==> config.mk <==
export PLATFORM = sky130hd
export DESIGN_NAME = multi_box_drawer
export DESIGN_NICKNAME = d
export VERILOG_FILES = /design/src/rtl/pong_pkg.sv /design/src/rtl/box_fifo.sv /design/src/rtl/multi_box_drawer.sv
export SDC_FILE = /design/constraint.sdc
export NUM_CORES = 1
export LEC_CHECK = 0
export BUFFER_PORTS_ARGS = -buffer_cell sky130_fd_sc_hd__buf_2
export CAP_MARGIN = 30
export CORE_MARGIN = 1
export CORE_UTILIZATION = 40
export CTS_CLUSTER_DIAMETER = 50
export CTS_CLUSTER_SIZE = 24
export DETAILED_ROUTE_END_ITERATION = 10
export GPL_ROUTABILITY_DRIVEN = 0
export PLACE_DENSITY = 0.65
export SLEW_MARGIN = 10
export SYNTH_ARGS = -nofsm -noshare
export SYNTH_HDL_FRONTEND = slang
export SYNTH_HIERARCHICAL = 1
export SYNTH_SLANG_ARGS = --single-unit
==> constraint.sdc <==
create_clock -name clock -period 2.5 [get_ports clock]
set_input_delay 0.375 -clock clock [delete_from_list [all_inputs] [get_ports clock]]
set_output_delay 0.375 -clock clock [all_outputs]
set_load 0.02 [all_outputs]
==> src/rtl/pong_pkg.sv <==
// Shared widths, screen geometry, draw-mode encoding and drawer FSM states.
// Latency: n/a (declarations only).
// Backpressure: n/a.
package pong_pkg;

  localparam int DEF_X_W           = 9;
  localparam int DEF_Y_W           = 8;
  localparam int DEF_COLOUR_W      = 3;
  localparam int DEF_SCREEN_WIDTH  = 320;
  localparam int DEF_SCREEN_HEIGHT = 240;

  localparam logic MODE_FILL    = 1'b0;
  localparam logic MODE_OUTLINE = 1'b1;

  typedef enum logic [1:0] {
    IDLE = 2'd0,
    LOAD = 2'd1,
    DRAW = 2'd2
  } state_t;

endpackage

==> src/rtl/box_fifo.sv <==
// Descriptor queue: power-of-two circular buffer with show-ahead head and occupancy count.
// Latency: a push is visible at the head one cycle after the accepting edge.
// Backpressure: full is raised at DEPTH entries; push while full and pop while empty are ignored.
module box_fifo #(
  parameter int WIDTH = 8,
  parameter int DEPTH = 4,
  localparam int AW = $clog2(DEPTH)
) (
  input  logic             clock,
  input  logic             reset,
  input  logic             push,
  input  logic [WIDTH-1:0] push_data,
  input  logic             pop,
  output logic [WIDTH-1:0] pop_data,
  output logic             full,
  output logic             empty,
  output logic [AW:0]      count
);

  localparam logic [AW:0]   FULL_CNT = (AW+1)'(DEPTH);
  localparam logic [AW:0]   CNT_ONE  = (AW+1)'(1);
  localparam logic [AW-1:0] PTR_ONE  = AW'(1);

  logic [WIDTH-1:0] mem_q [DEPTH];
  logic [AW-1:0]    wr_ptr_q;
  logic [AW-1:0]    rd_ptr_q;
  logic [AW:0]      count_q;
  logic             do_push;
  logic             do_pop;

  assign full     = (count_q == FULL_CNT);
  assign empty    = (count_q == '0);
  assign count    = count_q;
  assign pop_data = mem_q[rd_ptr_q];
  assign do_push  = push && !full;
  assign do_pop   = pop && !empty;

  // Storage array; contents need no reset because the count gates every read.
  always_ff @(posedge clock) begin
    if (do_push) begin
      mem_q[wr_ptr_q] <= push_data;
    end
  end

  // Pointers wrap naturally at DEPTH; a simultaneous push and pop leaves the count unchanged.
  always_ff @(posedge clock) begin
    if (reset) begin
      wr_ptr_q <= '0;
      rd_ptr_q <= '0;
      count_q  <= '0;
    end else begin
      if (do_push) wr_ptr_q <= wr_ptr_q + PTR_ONE;
      if (do_pop)  rd_ptr_q <= rd_ptr_q + PTR_ONE;
      case ({do_push, do_pop})
        2'b10:   count_q <= count_q + CNT_ONE;
        2'b01:   count_q <= count_q - CNT_ONE;
        default: count_q <= count_q;
      endcase
    end
  end

endmodule

==> src/rtl/multi_box_drawer.sv <==
// Queued box rasteriser: draws filled or outlined rectangles one pixel per cycle, clipped to the screen.
// Latency: first pixel strobe 3 cycles after a descriptor is accepted into an idle, empty block.
// Backpressure: s_ready drops while the descriptor queue is full; back-to-back boxes chain with no idle cycle.
module multi_box_drawer
  import pong_pkg::*;
#(
  parameter int X_W           = DEF_X_W,
  parameter int Y_W           = DEF_Y_W,
  parameter int COLOUR_W      = DEF_COLOUR_W,
  parameter int SCREEN_WIDTH  = DEF_SCREEN_WIDTH,
  parameter int SCREEN_HEIGHT = DEF_SCREEN_HEIGHT,
  parameter int FIFO_DEPTH    = 4
) (
  input  logic                clock,
  input  logic                reset,
  input  logic                s_valid,
  output logic                s_ready,
  input  logic [X_W-1:0]      in_box_x,
  input  logic [Y_W-1:0]      in_box_y,
  input  logic [X_W-1:0]      in_box_w,
  input  logic [Y_W-1:0]      in_box_h,
  input  logic [COLOUR_W-1:0] in_box_color,
  input  logic                in_mode,
  output logic [X_W-1:0]      vga_x,
  output logic [Y_W-1:0]      vga_y,
  output logic                plot,
  output logic [COLOUR_W-1:0] colour,
  output logic                busy
);

  localparam int DESC_W = 2*X_W + 2*Y_W + COLOUR_W + 1;
  localparam int CNT_W  = $clog2(FIFO_DEPTH) + 1;

  localparam logic [X_W:0]   SCR_W = (X_W+1)'(SCREEN_WIDTH);
  localparam logic [Y_W:0]   SCR_H = (Y_W+1)'(SCREEN_HEIGHT);
  localparam logic [X_W-1:0] X_ONE = X_W'(1);
  localparam logic [Y_W-1:0] Y_ONE = Y_W'(1);

  // Descriptor queue
  logic [DESC_W-1:0] push_desc;
  logic [DESC_W-1:0] head_desc;
  logic              fifo_full;
  logic              fifo_empty;
  logic [CNT_W-1:0]  fifo_count;
  logic              fifo_push;
  logic              fifo_pop;

  // Head-of-queue fields
  logic [X_W-1:0]      hd_x, hd_w;
  logic [Y_W-1:0]      hd_y, hd_h;
  logic [COLOUR_W-1:0] hd_col;
  logic                hd_mode;

  // Working descriptor and raster position
  state_t              state_q;
  logic [X_W-1:0]      x_q, w_q, dx_q;
  logic [Y_W-1:0]      y_q, h_q, dy_q;
  logic [COLOUR_W-1:0] col_q;
  logic                mode_q;

  // Registered pixel outputs; pix_vld_q marks that a pixel is being presented this cycle
  logic [X_W-1:0]      vga_x_q;
  logic [Y_W-1:0]      vga_y_q;
  logic                plot_q;
  logic [COLOUR_W-1:0] colour_q;
  logic                pix_vld_q;

  // Current pixel, computed one bit wider so an off-screen sum never wraps back on-screen
  logic [X_W:0] px_d;
  logic [Y_W:0] py_d;
  logic         last_col_d;
  logic         last_row_d;
  logic         plot_d;

  assign push_desc = {in_mode, in_box_color, in_box_h, in_box_w, in_box_y, in_box_x};
  assign {hd_mode, hd_col, hd_h, hd_w, hd_y, hd_x} = head_desc;

  assign s_ready   = !fifo_full;
  assign fifo_push = s_valid && s_ready;
  assign fifo_pop  = (state_q == LOAD);

  box_fifo #(
    .WIDTH (DESC_W),
    .DEPTH (FIFO_DEPTH)
  ) u_box_fifo (
    .clock     (clock),
    .reset     (reset),
    .push      (fifo_push),
    .push_data (push_desc),
    .pop       (fifo_pop),
    .pop_data  (head_desc),
    .full      (fifo_full),
    .empty     (fifo_empty),
    .count     (fifo_count)
  );

  // Pixel address, clip test and outline edge test for the raster position being visited
  always_comb begin
    px_d       = {1'b0, x_q} + {1'b0, dx_q};
    py_d       = {1'b0, y_q} + {1'b0, dy_q};
    last_col_d = (dx_q == w_q - X_ONE);
    last_row_d = (dy_q == h_q - Y_ONE);
    plot_d     = (px_d < SCR_W) && (py_d < SCR_H) &&
                 ((mode_q == MODE_FILL) ||
                  (dx_q == '0) || last_col_d || (dy_q == '0) || last_row_d);
  end

  // Drawer FSM: load a descriptor, then walk it row-major, registering one pixel per cycle
  always_ff @(posedge clock) begin
    if (reset) begin
      state_q   <= IDLE;
      x_q       <= '0;
      y_q       <= '0;
      w_q       <= '0;
      h_q       <= '0;
      col_q     <= '0;
      mode_q    <= MODE_FILL;
      dx_q      <= '0;
      dy_q      <= '0;
      vga_x_q   <= '0;
      vga_y_q   <= '0;
      plot_q    <= 1'b0;
      colour_q  <= '0;
      pix_vld_q <= 1'b0;
    end else begin
      plot_q    <= 1'b0;
      pix_vld_q <= 1'b0;
      unique case (state_q)
        IDLE: begin
          if (!fifo_empty) state_q <= LOAD;
        end
        LOAD: begin
          x_q    <= hd_x;
          y_q    <= hd_y;
          w_q    <= hd_w;
          h_q    <= hd_h;
          col_q  <= hd_col;
          mode_q <= hd_mode;
          dx_q   <= '0;
          dy_q   <= '0;
          // A zero-area box is consumed here without ever entering DRAW
          state_q <= ((hd_w != '0) && (hd_h != '0)) ? DRAW : IDLE;
        end
        DRAW: begin
          vga_x_q   <= px_d[X_W-1:0];
          vga_y_q   <= py_d[Y_W-1:0];
          plot_q    <= plot_d;
          colour_q  <= col_q;
          pix_vld_q <= 1'b1;
          if (last_col_d) begin
            dx_q <= '0;
            if (last_row_d) begin
              dy_q    <= '0;
              state_q <= fifo_empty ? IDLE : LOAD;
            end else begin
              dy_q <= dy_q + Y_ONE;
            end
          end else begin
            dx_q <= dx_q + X_ONE;
          end
        end
        default: state_q <= IDLE;
      endcase
    end
  end

  assign vga_x  = vga_x_q;
  assign vga_y  = vga_y_q;
  assign plot   = plot_q;
  assign colour = colour_q;
  // Busy also covers the cycle in which the final pixel is still on the outputs
  assign busy   = (|fifo_count) || (state_q != IDLE) || pix_vld_q;

endmodule
==> flow_metrics.env <==
export IMPL_first_pass_iters=4
export IMPL_p_per_area_nw_per_um2=927
export IMPL_ys_ff_latch=240
export IMPL_setup_tns_ns=0
export IMPL_cts_root_buffer="clkbuf_16"
export IMPL_layout_common_cells="edfxtp_1 (152), nor2_1 (93), dfxtp_1 (83)"
export IMPL_start_util_pct=40.8
export IMPL_ys_seq_area_share_pct=61.3
export IMPL_syn_num_nets=812
export IMPL_critPathKind="register to register"
export IMPL_sw_frac_of_total_pct=29.4
export IMPL_hpwlAfterDp_mm=13.4
export IMPL_total_power_mw=11.4
export IMPL_finalSetupViolCount=0
export IMPL_maxSlewViolCount=0
export IMPL_final_common_cell="edfxtp_1"
export IMPL_cts_made_buffers=26
export IMPL_p_int_mw=8.03
export IMPL_final_antenna_net_count=0
export IMPL_drc=0
export IMPL_yosysWarningCount=6
export IMPL_antenna_cells=0
export IMPL_regArea_um2=6330
export IMPL_htree_levels=1
export IMPL_clk_pin_slew_worst_paths_ns=0.07
export IMPL_arrival_ns=2.83
export IMPL_clk_latency_ns=0.55
export IMPL_grt_use_total_pct=15.7
export IMPL_fin_hold_ws_ns=0.0402
export IMPL_fillers=2193
export IMPL_max_freq_ghz=0.414
export IMPL_core_um2=25300
export IMPL_clockBufferDepth=3
export IMPL_startpoint_type="register"
export IMPL_vias_per_cell=5.07
export IMPL_synth_cells=736
export IMPL_multi_input_area_um2=3820
export IMPL_seq_power_share_pct=42.8
export IMPL_io_buffers=63
export IMPL_grt_pass1_vias=5871
export IMPL_end_kind="register"
export IMPL_rsz0062_at_grt="yes"
export IMPL_period_share_pct=96.6
export IMPL_num_io_pins=64
export IMPL_drt_iter0_markers=351
export IMPL_die_area_um2=26400
export IMPL_status="complete, no violations"
export IMPL_yosysUniqueCellTypes=56
export IMPL_clock_skew_ns=0.0162
export IMPL_die_h_um=163
export IMPL_synth_area_um2=10300
export IMPL_wl_per_cell_um=17.1
export IMPL_slew_headroom_pct=56.7
export IMPL_vdd_drop_max_mv=0.743
export IMPL_wl_mm=20.3
export IMPL_grt_overflow_total=0
export IMPL_combPwrFrac_pct=21.8
export IMPL_hp_class="input port to register"
export IMPL_power_switching_mw=3.35
export IMPL_maxCapViolCount=0
export IMPL_fp_row_count=58
export IMPL_die_x_um=163
export IMPL_cts_tree="done"
export IMPL_grt_pass1_wl_mm=32.3
export IMPL_synth_edf_count=152
export IMPL_drive_gt1_share_pct=25.3
export IMPL_area_delta_synth_final_pct=19.1
export IMPL_antenna_found_initial=0
export IMPL_critPathRequiredTime_ns=2.91
export IMPL_cts_sinks=240
export IMPL_avgSynthCellArea_um2=14.0
export IMPL_synth_main_ff_cell="edfxtp_1"
export IMPL_num_vias=6006
export IMPL_p_clk_share_pct=35.4
export IMPL_postSynth_asyncResetShare_pct=0
export IMPL_leakagePower_nw=4.53
export IMPL_fin_nets=910
export IMPL_worst_pin_slew_ns=0.645
export IMPL_crit_path_max_fanout=6
export IMPL_grt_max_degree=75
export IMPL_hold_viol=0
export IMPL_period_needed_ns=2.41
==> power groups by stage <==
stage / combinational, mW / sequential, mW / clock [mW]
after detailed placement: 2.43 / 4.95 / 0
after global placement: 2.40 / 4.94 / 0
after global routing: 2.73 / 4.92 / 4.27
after CTS: 2.46 / 4.87 / 4.10
after floorplan: 1.76 / 4.91 / 0
final: 2.48 / 4.88 / 4.03
==> routing by layer <==
layer,GRT usage [%],wire length [um],vias to the layer above
met3,2.80,882,29
met2,24.9,9170,116
met4,3.70,434,0
met5,0,0,-
li1,-,-,2959
met1,22.3,9780,2902
==> stage by stage <==
stage | worst slack (ns) | utilization [%] | area, um2 | cells
5_1_grt | -0.0133 | 48.6 | 12300 | 1184
4_1_cts | 0.00353 | 48.3 | 12200 | 1183
3_3_place_gp | 0.0375 | 44.6 | 11300 | 1135
2_1_floorplan | -0.00668 | - | 10300 | 736
3_5_place_dp | 0.0134 | 44.6 | 11300 | 1135
6_report | 0.0862 | 48.6 | 12300 | 1184
==> area by class of cell <==
type	count	share of cell area, %
Timing Repair Buffer	99	5.54
Sequential cell	240	51.6
Tap cell	330	3.36
Clock inverter	21	2.22
Clock buffer	27	5.41
Inverter	27	0.825
Multi-Input combinational cell	440	31.1
==> registers in the layout, indices dropped and copies added (netlist names), named ones only <==
register / flops
u_box_fifo/rd_ptr_q: 2
col_q: 3
state_q: 2
y_q: 8
u_box_fifo/count: 3
mode_q: 1
pix_vld_q: 1
h_q: 8
u_box_fifo/wr_ptr_q: 2
dx_q: 9
u_box_fifo/mem_q: 152
dy_q: 8
plot: 1
vga_x: 9
colour: 3
vga_y: 8
w_q: 9
x_q: 9
==> final timing paths <==
kind	from	endpoint	slack [ns]	cells past startpoint
min reg2reg	u_box_fifo/rd_ptr_q[1]	register	0.48	2
min	in_box_w[8]	u_box_fifo/mem_q[0][25]	0.04	1
max	w_q[1]	dy_q[6]	0.09	9
max reg2reg	w_q[1]	dy_q[6]	0.09	9
==> cells in the mapped netlist, types with 2 or more instances <==
master / instances / area (um2)
or3_1: 5 / 31.3
and2_1: 4 / 25.0
nand3b_1: 2 / 15.0
o21bai_1: 3 / 22.5
mux4_2: 38 / 856
clkbuf_1: 19 / 71.3
o41ai_1: 2 / 17.5
nor2_1: 94 / 353
nand3_1: 11 / 55.1
a31oi_1: 4 / 25.0
nor4_1: 10 / 62.6
xnor2_1: 19 / 166
a21o_1: 10 / 75.1
a21oi_1: 20 / 100
edfxtp_1: 152 / 4560
o21a_1: 5 / 37.5
nand2b_1: 5 / 31.3
mux2i_1: 57 / 571
inv_1: 27 / 101
buf_6: 2 / 22.5
xor2_1: 26 / 228
nand2_1: 16 / 60.1
buf_2: 3 / 15.0
dfxtp_1: 88 / 1760
fa_1: 3 / 60.1
buf_12: 2 / 40.0
nor2b_1: 5 / 31.3
or2_2: 3 / 18.8
a211oi_1: 8 / 60.1
ha_1: 32 / 400
buf_1: 2 / 7.51
nor3_1: 13 / 65.1
nand4_1: 7 / 43.8
and3_1: 2 / 12.5
o21ai_0: 16 / 80.1
==> repair_timing <==
item,4_1_cts,5_1_grt
resized for setup,1,21
setup endpoints to repair,1,21
setup buffers,0,1
hold buffers,0,0
pin swaps,0,12
==> critical path, cell delays in order (launching register included) <==
cell	delay, ns
dfxtp_2	0.32
inv_2	0.06
ha_4	0.12
or3b_4	0.39
o311a_1	0.34
o31ai_4	0.29
a41oi_4	0.24
nor4_2	0.32
xnor2_1	0.15
nor2_1	0.06
==> kinds of logic after synthesis <==
group,synth area share [%]
compound gates,5.59
xor+xnor,3.82
fa+ha+maj,4.46
buf+inv,2.57
flops,61.3
mux,13.8
simple gates,8.39
Power figures use the tool's default switching activity.
